===== src/rtl/vscale_xvec_lane_sequencer_pkg.sv =====
// Shared constants for the xvec lane sequencer: src-B selects, default geometry, FSM encodings.
// The FSM encodings are plain constants so legacy code comparing raw state values keeps working.
package vscale_xvec_lane_sequencer_pkg;

    localparam int SRC_B_SEL_WIDTH = 2;
    localparam logic [SRC_B_SEL_WIDTH-1:0] SRC_B_RS2  = 2'd0;
    localparam logic [SRC_B_SEL_WIDTH-1:0] SRC_B_IMM  = 2'd1;
    localparam logic [SRC_B_SEL_WIDTH-1:0] SRC_B_FOUR = 2'd2;
    localparam logic [SRC_B_SEL_WIDTH-1:0] SRC_B_ZERO = 2'd3;

    localparam int XVEC_VEC_LEN = 8;
    localparam int XVEC_LANES   = 2;

    localparam int XVEC_SEQ_STATE_WIDTH = 2;
    localparam logic [XVEC_SEQ_STATE_WIDTH-1:0] XVEC_SEQ_IDLE = 2'd0;
    localparam logic [XVEC_SEQ_STATE_WIDTH-1:0] XVEC_SEQ_RUN  = 2'd1;
    localparam logic [XVEC_SEQ_STATE_WIDTH-1:0] XVEC_SEQ_DONE = 2'd2;

    // Beat counter needs at least one bit even when a vector fits in a single beat.
    function automatic int xvec_beat_width(input int beats);
        return (beats > 1) ? $clog2(beats) : 1;
    endfunction

endpackage


===== src/rtl/vscale_xvec_src_b_bcast.sv =====
// Resolves the source-B select into a full-width operand vector (rs2, broadcast imm, four, zero).
module vscale_xvec_src_b_bcast
    import vscale_xvec_lane_sequencer_pkg::*;
#(
    parameter int XPR_LEN = 32,
    parameter int VEC_LEN = XVEC_VEC_LEN
) (
    input  logic [SRC_B_SEL_WIDTH-1:0]   src_b_sel,
    input  logic [XPR_LEN-1:0]           imm,
    input  logic [VEC_LEN*XPR_LEN-1:0]   rs2_data,
    output logic [VEC_LEN*XPR_LEN-1:0]   src_b
);

    localparam int VW = VEC_LEN * XPR_LEN;

    logic [VW-1:0] imm_vec;
    logic [VW-1:0] four_vec;

    genvar i;
    generate
        for (i = 0; i < VEC_LEN; i++) begin : g_imm_rep
            assign imm_vec[i*XPR_LEN +: XPR_LEN] = imm;
        end
    endgenerate

    // Only element 0 carries the constant; the remaining elements are zero.
    assign four_vec = VW'(3'd4);

    always_comb begin
        src_b = '0;
        case (src_b_sel)
            SRC_B_RS2:  src_b = rs2_data;
            SRC_B_IMM:  src_b = imm_vec;
            SRC_B_FOUR: src_b = four_vec;
            default:    src_b = '0;
        endcase
    end

endmodule


===== src/rtl/vscale_xvec_lane_sequencer.sv =====
// Strip-mines one xvec ALU operation over a LANES-wide shared ALU, one beat per cycle,
// and returns the assembled result vector over a valid/ready handshake.
module vscale_xvec_lane_sequencer
    import vscale_xvec_lane_sequencer_pkg::*;
#(
    parameter int XPR_LEN = 32,
    parameter int VEC_LEN = XVEC_VEC_LEN,
    parameter int LANES   = XVEC_LANES
) (
    input  logic                         clk,
    input  logic                         reset,
    input  logic                         kill,
    input  logic                         req_valid,
    output logic                         req_ready,
    input  logic [3:0]                   req_alu_op,
    input  logic [SRC_B_SEL_WIDTH-1:0]   req_src_b_sel,
    input  logic [XPR_LEN-1:0]           req_imm,
    input  logic [VEC_LEN*XPR_LEN-1:0]   req_rs1_data,
    input  logic [VEC_LEN*XPR_LEN-1:0]   req_rs2_data,
    input  logic                         stall,
    output logic                         alu_valid,
    output logic [3:0]                   alu_op,
    output logic [LANES*XPR_LEN-1:0]     alu_src_a,
    output logic [LANES*XPR_LEN-1:0]     alu_src_b,
    input  logic [LANES*XPR_LEN-1:0]     alu_result,
    output logic                         resp_valid,
    input  logic                         resp_ready,
    output logic [VEC_LEN*XPR_LEN-1:0]   resp_data
);

    localparam int BEATS  = VEC_LEN / LANES;
    localparam int BEAT_W = xvec_beat_width(BEATS);
    localparam int VW     = VEC_LEN * XPR_LEN;
    localparam int SW     = LANES * XPR_LEN;
    localparam logic [BEAT_W-1:0] LAST_BEAT = BEAT_W'(BEATS - 1);

    logic [XVEC_SEQ_STATE_WIDTH-1:0] state;
    logic [BEAT_W-1:0]               beat;
    logic [VW-1:0]                   a_buf;
    logic [VW-1:0]                   b_buf;
    logic [VW-1:0]                   r_buf;
    logic [3:0]                      op_q;
    logic [VW-1:0]                   src_b_full;

    vscale_xvec_src_b_bcast #(
        .XPR_LEN (XPR_LEN),
        .VEC_LEN (VEC_LEN)
    ) u_src_b_bcast (
        .src_b_sel (req_src_b_sel),
        .imm       (req_imm),
        .rs2_data  (req_rs2_data),
        .src_b     (src_b_full)
    );

    always_ff @(posedge clk or negedge reset) begin
        if (!reset) begin
            state <= XVEC_SEQ_IDLE;
            beat  <= '0;
            a_buf <= '0;
            b_buf <= '0;
            r_buf <= '0;
            op_q  <= '0;
        end else if (kill) begin
            state <= XVEC_SEQ_IDLE;
            beat  <= '0;
        end else begin
            case (state)
                XVEC_SEQ_IDLE: begin
                    if (req_valid) begin
                        a_buf <= req_rs1_data;
                        b_buf <= src_b_full;
                        op_q  <= req_alu_op;
                        beat  <= '0;
                        state <= XVEC_SEQ_RUN;
                    end
                end
                XVEC_SEQ_RUN: begin
                    if (!stall) begin
                        for (int unsigned b = 0; b < BEATS; b++) begin
                            if (beat == BEAT_W'(b)) r_buf[b*SW +: SW] <= alu_result;
                        end
                        if (beat == LAST_BEAT) begin
                            beat  <= '0;
                            state <= XVEC_SEQ_DONE;
                        end else begin
                            beat <= beat + 1'b1;
                        end
                    end
                end
                XVEC_SEQ_DONE: begin
                    if (resp_ready) state <= XVEC_SEQ_IDLE;
                end
                default: state <= XVEC_SEQ_IDLE;
            endcase
        end
    end

    // Operand slices are forced to zero outside RUN so stale buffers never reach the ALU.
    always_comb begin
        alu_src_a = '0;
        alu_src_b = '0;
        if (state == XVEC_SEQ_RUN) begin
            for (int unsigned b = 0; b < BEATS; b++) begin
                if (beat == BEAT_W'(b)) begin
                    alu_src_a = a_buf[b*SW +: SW];
                    alu_src_b = b_buf[b*SW +: SW];
                end
            end
        end
    end

    assign req_ready  = (state == XVEC_SEQ_IDLE) && !kill;
    assign alu_valid  = (state == XVEC_SEQ_RUN);
    assign alu_op     = op_q;
    assign resp_valid = (state == XVEC_SEQ_DONE);
    assign resp_data  = (state == XVEC_SEQ_DONE) ? r_buf : '0;

endmodule


===== config.mk =====
export PLATFORM = sky130hd
export DESIGN_NAME = vscale_xvec_lane_sequencer
export DESIGN_NICKNAME = d
export VERILOG_FILES = /design/src/rtl/vscale_xvec_lane_sequencer_pkg.sv /design/src/rtl/vscale_xvec_src_b_bcast.sv /design/src/rtl/vscale_xvec_lane_sequencer.sv
export SDC_FILE = /design/constraint.sdc
export NUM_CORES = 1
export LEC_CHECK = 0
export ABC_AREA = 1
export BUFFER_PORTS_ARGS = -buffer_cell sky130_fd_sc_hd__buf_2
export CAP_MARGIN = 10
export CORE_AREA = 5 5 392 394
export CTS_CLUSTER_DIAMETER = 80
export CTS_CLUSTER_SIZE = 16
export DETAILED_ROUTE_END_ITERATION = 16
export DIE_AREA = 0 0 397 399
export PLACE_DENSITY = 0.51
export SYNTH_ARGS = -nofsm -noshare
export SYNTH_HDL_FRONTEND = slang
export SYNTH_HIERARCHICAL = 1
export SYNTH_SLANG_ARGS = --single-unit

===== constraint.sdc =====
create_clock -name clk -period 3.03 [get_ports clk]
set_clock_uncertainty 0.05 [all_clocks]
set_input_delay 0.4545 -clock clk [delete_from_list [all_inputs] [get_ports clk]]
set_output_delay 0.4545 -clock clk [all_outputs]
set_load 0.03 [all_outputs]

==> results.json, run 1 <==
{
  "postRouteAntennaNets": 0,
  "path_cells": "ha_4, buf_12, a21oi_1, a21oi_2, buf_4, buf_6",
  "gp_congestion": 0.930,
  "ys_seq_area_frac": 0.500,
  "placed_cell_area_sq_um": 46400,
  "post-route-cell-area_sq_um": 55200,
  "cp.arrival_ns": 2.61,
  "reg2reg_depth": 10,
  "layout_min_cycle_time_ns": 3.11,
  "drt-wirelength-per-cell_um": 24.2,
  "combPwrFrac": 0.257,
  "fin_ws_ns": -0.0849,
  "worstSetupPathType": "reg -> out",
  "vdd_drop_max_mv": 0.367,
  "place_ws_ns": 0.00307,
  "start_util": 0.260,
  "syn_area_per_cell_sq_um": 7.39,
  "whs_path_depth": 5,
  "drc": 0,
  "syn_area_sq_um": 38800,
  "worstPathRequired_ns": 2.53,
  "power_mw": 30.2,
  "drive_gt1_frac": 0.251,
  "report.final.setup_viol": 40,
  "grt_max_degree": 225,
  "grt_pass1_wl_mm": 288,
  "die_area_sq_um": 158000,
  "cp_max_fo": 52,
  "clk_pin_slew_ns": 0.09,
  "rsz0062_at_grt": "true",
  "dp_hpwl_mm": 135,
  "drt-pass1-iter-count": 5,
  "violations": "negative setup slack",
  "die-width_um": 397,
  "finalNonFillerCells": 8545,
  "relSlewSlack": 0.0260,
  "fp.dieH_um": 399,
  "synth_cell_types": 22,
  "hold_viol": 0,
  "synth_fp_nets": 5883,
  "wirelength_mm": 207,
  "power.leakage_nw": 29.1,
  "final_cell_mix": "2,029 x nand2_1, 877 x buf_2, 772 x dfrtp_1, 525 x nand3_1, 341 x o21ai_0",
  "fin_util": 0.370,
  "ys_ff_latch": 776,
  "cts_tree": "built",
  "io_pins": 1011,
  "drv_cap": 0,
  "viasPerCell": 4.85,
  "drt_iter0_markers": 3665,
  "port_buffers": 1010,
  "cts_buffer_depth": 3,
  "start_kind": "flop",
  "rows": 142,
  "holdPathEnd": "b_buf[89]",
  "cts-htree-levels": 3,
  "critPathSlowestCell": "dfrtp_2",
  "regToRegStartpoint": "beat[0]",
  "tns_ns": -0.976,
  "hold_class": "in -> reg",
  "clock_sinks": 776,
  "power_density_nw_per_um2": 548,
  "swShare": 0.349,
  "cpPeakStageDelay_ns": 0.47,
  "hp-start": "req_rs2_data[89]",
  "status": "complete, but fails checks",
  "r2r-end": "r_buf[47]",
  "worstMarginPinSlew_ns": 1.46,
  "maxSlewViolCount": 0,
  "rrSetupSlack_ns": 0.52,
  "clockPowerShare": 0.300,
  "grt-ovfl-total": 0,
  "seqPwrFrac": 0.443,
  "grt_pass1_vias": 40423,
  "syn_to_final_growth_pct": 42.2,
  "clk_latency_ns": 0.68,
  "yosysWarnings": 6,
  "layout_commonest_cell": "nand2_1",
  "core-area_sq_um": 149000,
  "dp.cells": 8032,
  "crit_path_end_kind": "output pin",
  "max_freq_ghz": 0.321,
  "cts_buffers": 68,
  "clock-root-buffer": "clkbuf_16",
  "antenna_found_initial": 49,
  "p_switching_mw": 10.6,
  "fin_crit_sh": 1.03,
  "netlist_instances": 5259,
  "grt_use_total": 0.247,
  "vias": 41412,
  "whs_ns": 0.0659,
  "final_nets": 7104,
  "intPower_mw": 19.7
}
per-layer routing:
layer | global-route usage | vias to the layer above | wire [um] | part of all wire
met5 | 0 | - | 172 | 0.00083
met4 | 0.113 | 30 | 11100 | 0.054
met3 | 0.0470 | 434 | 15500 | 0.075
met2 | 0.402 | 1845 | 94700 | 0.46
met1 | 0.320 | 20088 | 85100 | 0.41
li1 | - | 19015 | - | -
how the worst max path moves through the flow:
stage                     startpoint             end  slack (ns)  cells past startpoint
after floorplan             state[1]  resp_data[245]        0.55                      6
after global placement       beat[1]    alu_src_a[4]        0.06                      8
after detailed placement     beat[1]    alu_src_a[4]       0.003                      8
after CTS                    beat[0]   alu_src_a[47]       -0.15                     10
after global routing         beat[0]    alu_src_b[4]       -0.17                      9
final                        beat[0]   alu_src_b[56]       -0.08                      6
cell usage after synthesis:
cell         n  area (sq um)
a21oi_1    215          1080
buf_1       23          86.3
buf_12       1          20.0
buf_2      126           631
buf_4        7          52.6
buf_6       27           304
buf_8        2          30.0
clkbuf_1   210           788
dfrtp_1    776         19400
ha_1         4          50.1
inv_1      331          1240
inv_2        2          7.51
nand2_1   2191          8220
nand3_1    528          2640
nand3_4     30           526
nor2_1     350          1310
nor2_2       2          12.5
nor2_8       1          20.0
nor3_4       1          16.3
o211ai_1    87           653
o21ai_0    344          1720
o31ai_1      1          7.51
final cells by class:
cell class / count / area, sq um
fillers: 15723 / 94200
flip-flops and latches: 776 / 19400
multi-input cells: 3754 / 17300
repair buffers: 1544 / 12500
well taps: 2016 / 2520
clock buffers: 73 / 1760
inverters: 333 / 1320
clock inverters: 27 / 368
diodes: 19 / 47.5
repair inverters: 3 / 28.8
critical path, delay by kind of cell (launching register included):
family / cells / cell delay, ns
AOI/OAI and AO/OA: 2 / 0.43
adders and majority gates: 1 / 0.26
buffers and inverters: 3 / 0.60
DFF: 1 / 0.47
sequential cells by signal, indices dropped and copies added (netlist names):
register and count:
a_buf 256, alu_op 4, b_buf 256, beat 2, r_buf 256, state 2
kinds of logic after synthesis:
kind of cell | Yosys count | synth area share
DFF | 776 | 0.500
buffers and inverters | 729 | 0.0814
and+or+nand+nor | 3103 | 0.328
adders and majority gates | 4 | 0.00129
AOI/OAI and AO/OA | 647 | 0.0890
repair_timing:
item,CTS,global route
pin swaps,71,120
buffers inserted,51,18
hold endpoints to repair,352,0
hold buffers,291,0
setup endpoints to repair,325,136
cloned,40,7
resized for setup,401,229
power by group through the flow:
| stage | clock (mW) | sequential [mW] | combinational (mW) |
|---|---|---|---|
| after floorplan | 0 | 13.1 | 3.66 |
| after global placement | 0 | 13.4 | 6.05 |
| after detailed placement | 0 | 13.5 | 6.09 |
| after CTS | 9.33 | 13.3 | 7.46 |
| after global routing | 9.66 | 13.6 | 8.49 |
| final | 9.09 | 13.4 | 7.77 |
No activity file was read; power rests on OpenSTA's default activity.
==> run 2: changes to the inputs <==
--- a/config.mk
+++ b/config.mk
@@ -8,12 +8,12 @@
 export ABC_AREA = 1
 export BUFFER_PORTS_ARGS = -buffer_cell sky130_fd_sc_hd__buf_2
 export CAP_MARGIN = 10
-export CORE_AREA = 5 5 392 394
+export CORE_AREA = 5 5 387 389
 export CTS_CLUSTER_DIAMETER = 80
 export CTS_CLUSTER_SIZE = 16
 export DETAILED_ROUTE_END_ITERATION = 16
-export DIE_AREA = 0 0 397 399
-export PLACE_DENSITY = 0.51
+export DIE_AREA = 0 0 392 394
+export PLACE_DENSITY = 0.52
 export SYNTH_ARGS = -nofsm -noshare
 export SYNTH_HDL_FRONTEND = slang
 export SYNTH_HIERARCHICAL = 1
==> results.json, run 2 (same netlist as run 1, synthesis figures left out) <==
{
  "syn_to_final_growth_pct": 35.0,
  "layout_top_registers": "a_buf x256, b_buf x256, r_buf x256",
  "worstPathRequired_ns": 2.53,
  "fin_ws_ns": 0.00977,
  "place_ws_ns": 0.348,
  "vdd_drop_max_mv": 0.445,
  "drt_iter0_markers": 3390,
  "clk_latency_ns": 0.67,
  "post-route-cell-area_sq_um": 52500,
  "fin_util": 0.358,
  "grt_use_total": 0.235,
  "cts_buffer_depth": 3,
  "cts_buffers": 58,
  "layout_min_cycle_time_ns": 3.02,
  "cts-htree-levels": 2,
  "drt-pass1-iter-count": 6,
  "status": "finished, final reports clean",
  "worstSetupPathType": "reg -> out",
  "placed_cell_area_sq_um": 46300,
  "fin_crit_sh": 0.997,
  "hold_class": "in -> reg",
  "maxSlewViolCount": 0,
  "dp_hpwl_mm": 132,
  "die-width_um": 392,
  "vias": 40526,
  "power.leakage_nw": 28.1,
  "start_util": 0.265,
  "grt_pass1_vias": 40212,
  "gp_congestion": 0.965,
  "drv_cap": 0,
  "rsz0062_at_grt": "true",
  "report.final.setup_viol": 0,
  "max_freq_ghz": 0.331,
  "start_kind": "flop",
  "port_buffers": 1010,
  "cp.arrival_ns": 2.52,
  "final_cell_mix": "2,173 x nand2_1, 898 x buf_2, 772 x dfrtp_1, 525 x nand3_1, 344 x nor2_1",
  "layout_commonest_cell": "nand2_1",
  "fill_cells": 15610,
  "drive_gt1_frac": 0.219,
  "relSlewSlack": 0.442,
  "drt-wirelength-per-cell_um": 22.9,
  "final_nets": 7011,
  "hold_viol": 0,
  "drc": 0,
  "antenna_found_initial": 44,
  "power_mw": 28.1,
  "postRouteAntennaNets": 0,
  "whs_path_depth": 5,
  "cp_max_fo": 8,
  "core-area_sq_um": 146000,
  "viasPerCell": 4.85,
  "grt_pass1_wl_mm": 273,
  "power_density_nw_per_um2": 536,
  "clock-root-buffer": "clkbuf_16",
  "grt-ovfl-total": 0,
  "clock_sinks": 776,
  "reg2reg_depth": 10,
  "whs_ns": 0.0625,
  "clk_pin_slew_ns": 0.08,
  "fp.dieH_um": 394,
  "die_area_sq_um": 154000,
  "crit_path_end_kind": "output pin",
  "worstMarginPinSlew_ns": 0.837,
  "cts_tree": "built",
  "wirelength_mm": 191,
  "io_pins": 1011,
  "rows": 141,
  "grt_max_degree": 129
}
==> run 2: timing repair <==
action | in CTS | in global routing
setup buffers | 20 | 8
pin swaps | 12 | 20
gates cloned | 14 | 9
hold buffers | 265 | 0
endpoints found under the setup margin | 290 | 166
hold endpoints to repair | 290 | 0
gates resized for setup | 191 | 103
==> run 2: final timing paths <==
check	start	to	slack, ns
setup / recovery	beat[1]	alu_src_b[43]	0.01
hold / removal	req_rs2_data[154]	b_buf[154]	0.06
setup reg to reg	beat[0]	r_buf[248]	0.59
hold reg to reg	b_buf[222]	b_buf[222]	0.42
max in group asynchronous	reset	b_buf[61]	1.54
min in group asynchronous	reset	r_buf[85]	0.28
==> run 2: cell type report <==
cell class,count,area (sq um),area share
Antenna cell,26,65.1,0.00124
Clock buffer,64,1490,0.0285
Clock inverter,14,245,0.00467
Inverter,333,1300,0.0248
Timing Repair Buffer,1463,10800,0.207
Multi-Input combinational cell,3754,16700,0.318
Sequential cell,776,19400,0.370
Tap cell,1930,2410,0.0460
Timing Repair inverter,1,20.0,0.000382
==> run 2: metal layers <==
| metal | vias up | part of all wire | track usage |
|---|---|---|---|
| li1 | 18779 | - | - |
| met1 | 19560 | 0.42 | 0.306 |
| met2 | 1742 | 0.45 | 0.373 |
| met3 | 423 | 0.076 | 0.0491 |
| met4 | 22 | 0.055 | 0.112 |
| met5 | - | 0.00074 | 0 |
==> run 2: critical path: stages (launching register included) <==
cell	delay [ns]
dfrtp_2	0.42
buf_6	0.12
ha_4	0.17
buf_12	0.17
inv_16	0.10
buf_16	0.16
buf_4	0.14
o211ai_1	0.10
a21oi_2	0.24
buf_4	0.20
==> run 2: per-stage QoR <==
step	TNS, ns	std cells
CTS	-0.0475	8322
floorplan	0	5259
global placement	0	7945
detailed placement	0	7945
global route	-0.689	8349
finish	0	8361
==> run 2: report_power, final <==
group          switching (mW)  internal (mW)
clock                    4.03           3.87
combinational            4.36           2.54
sequential               1.14           12.2
total                    9.54           18.6
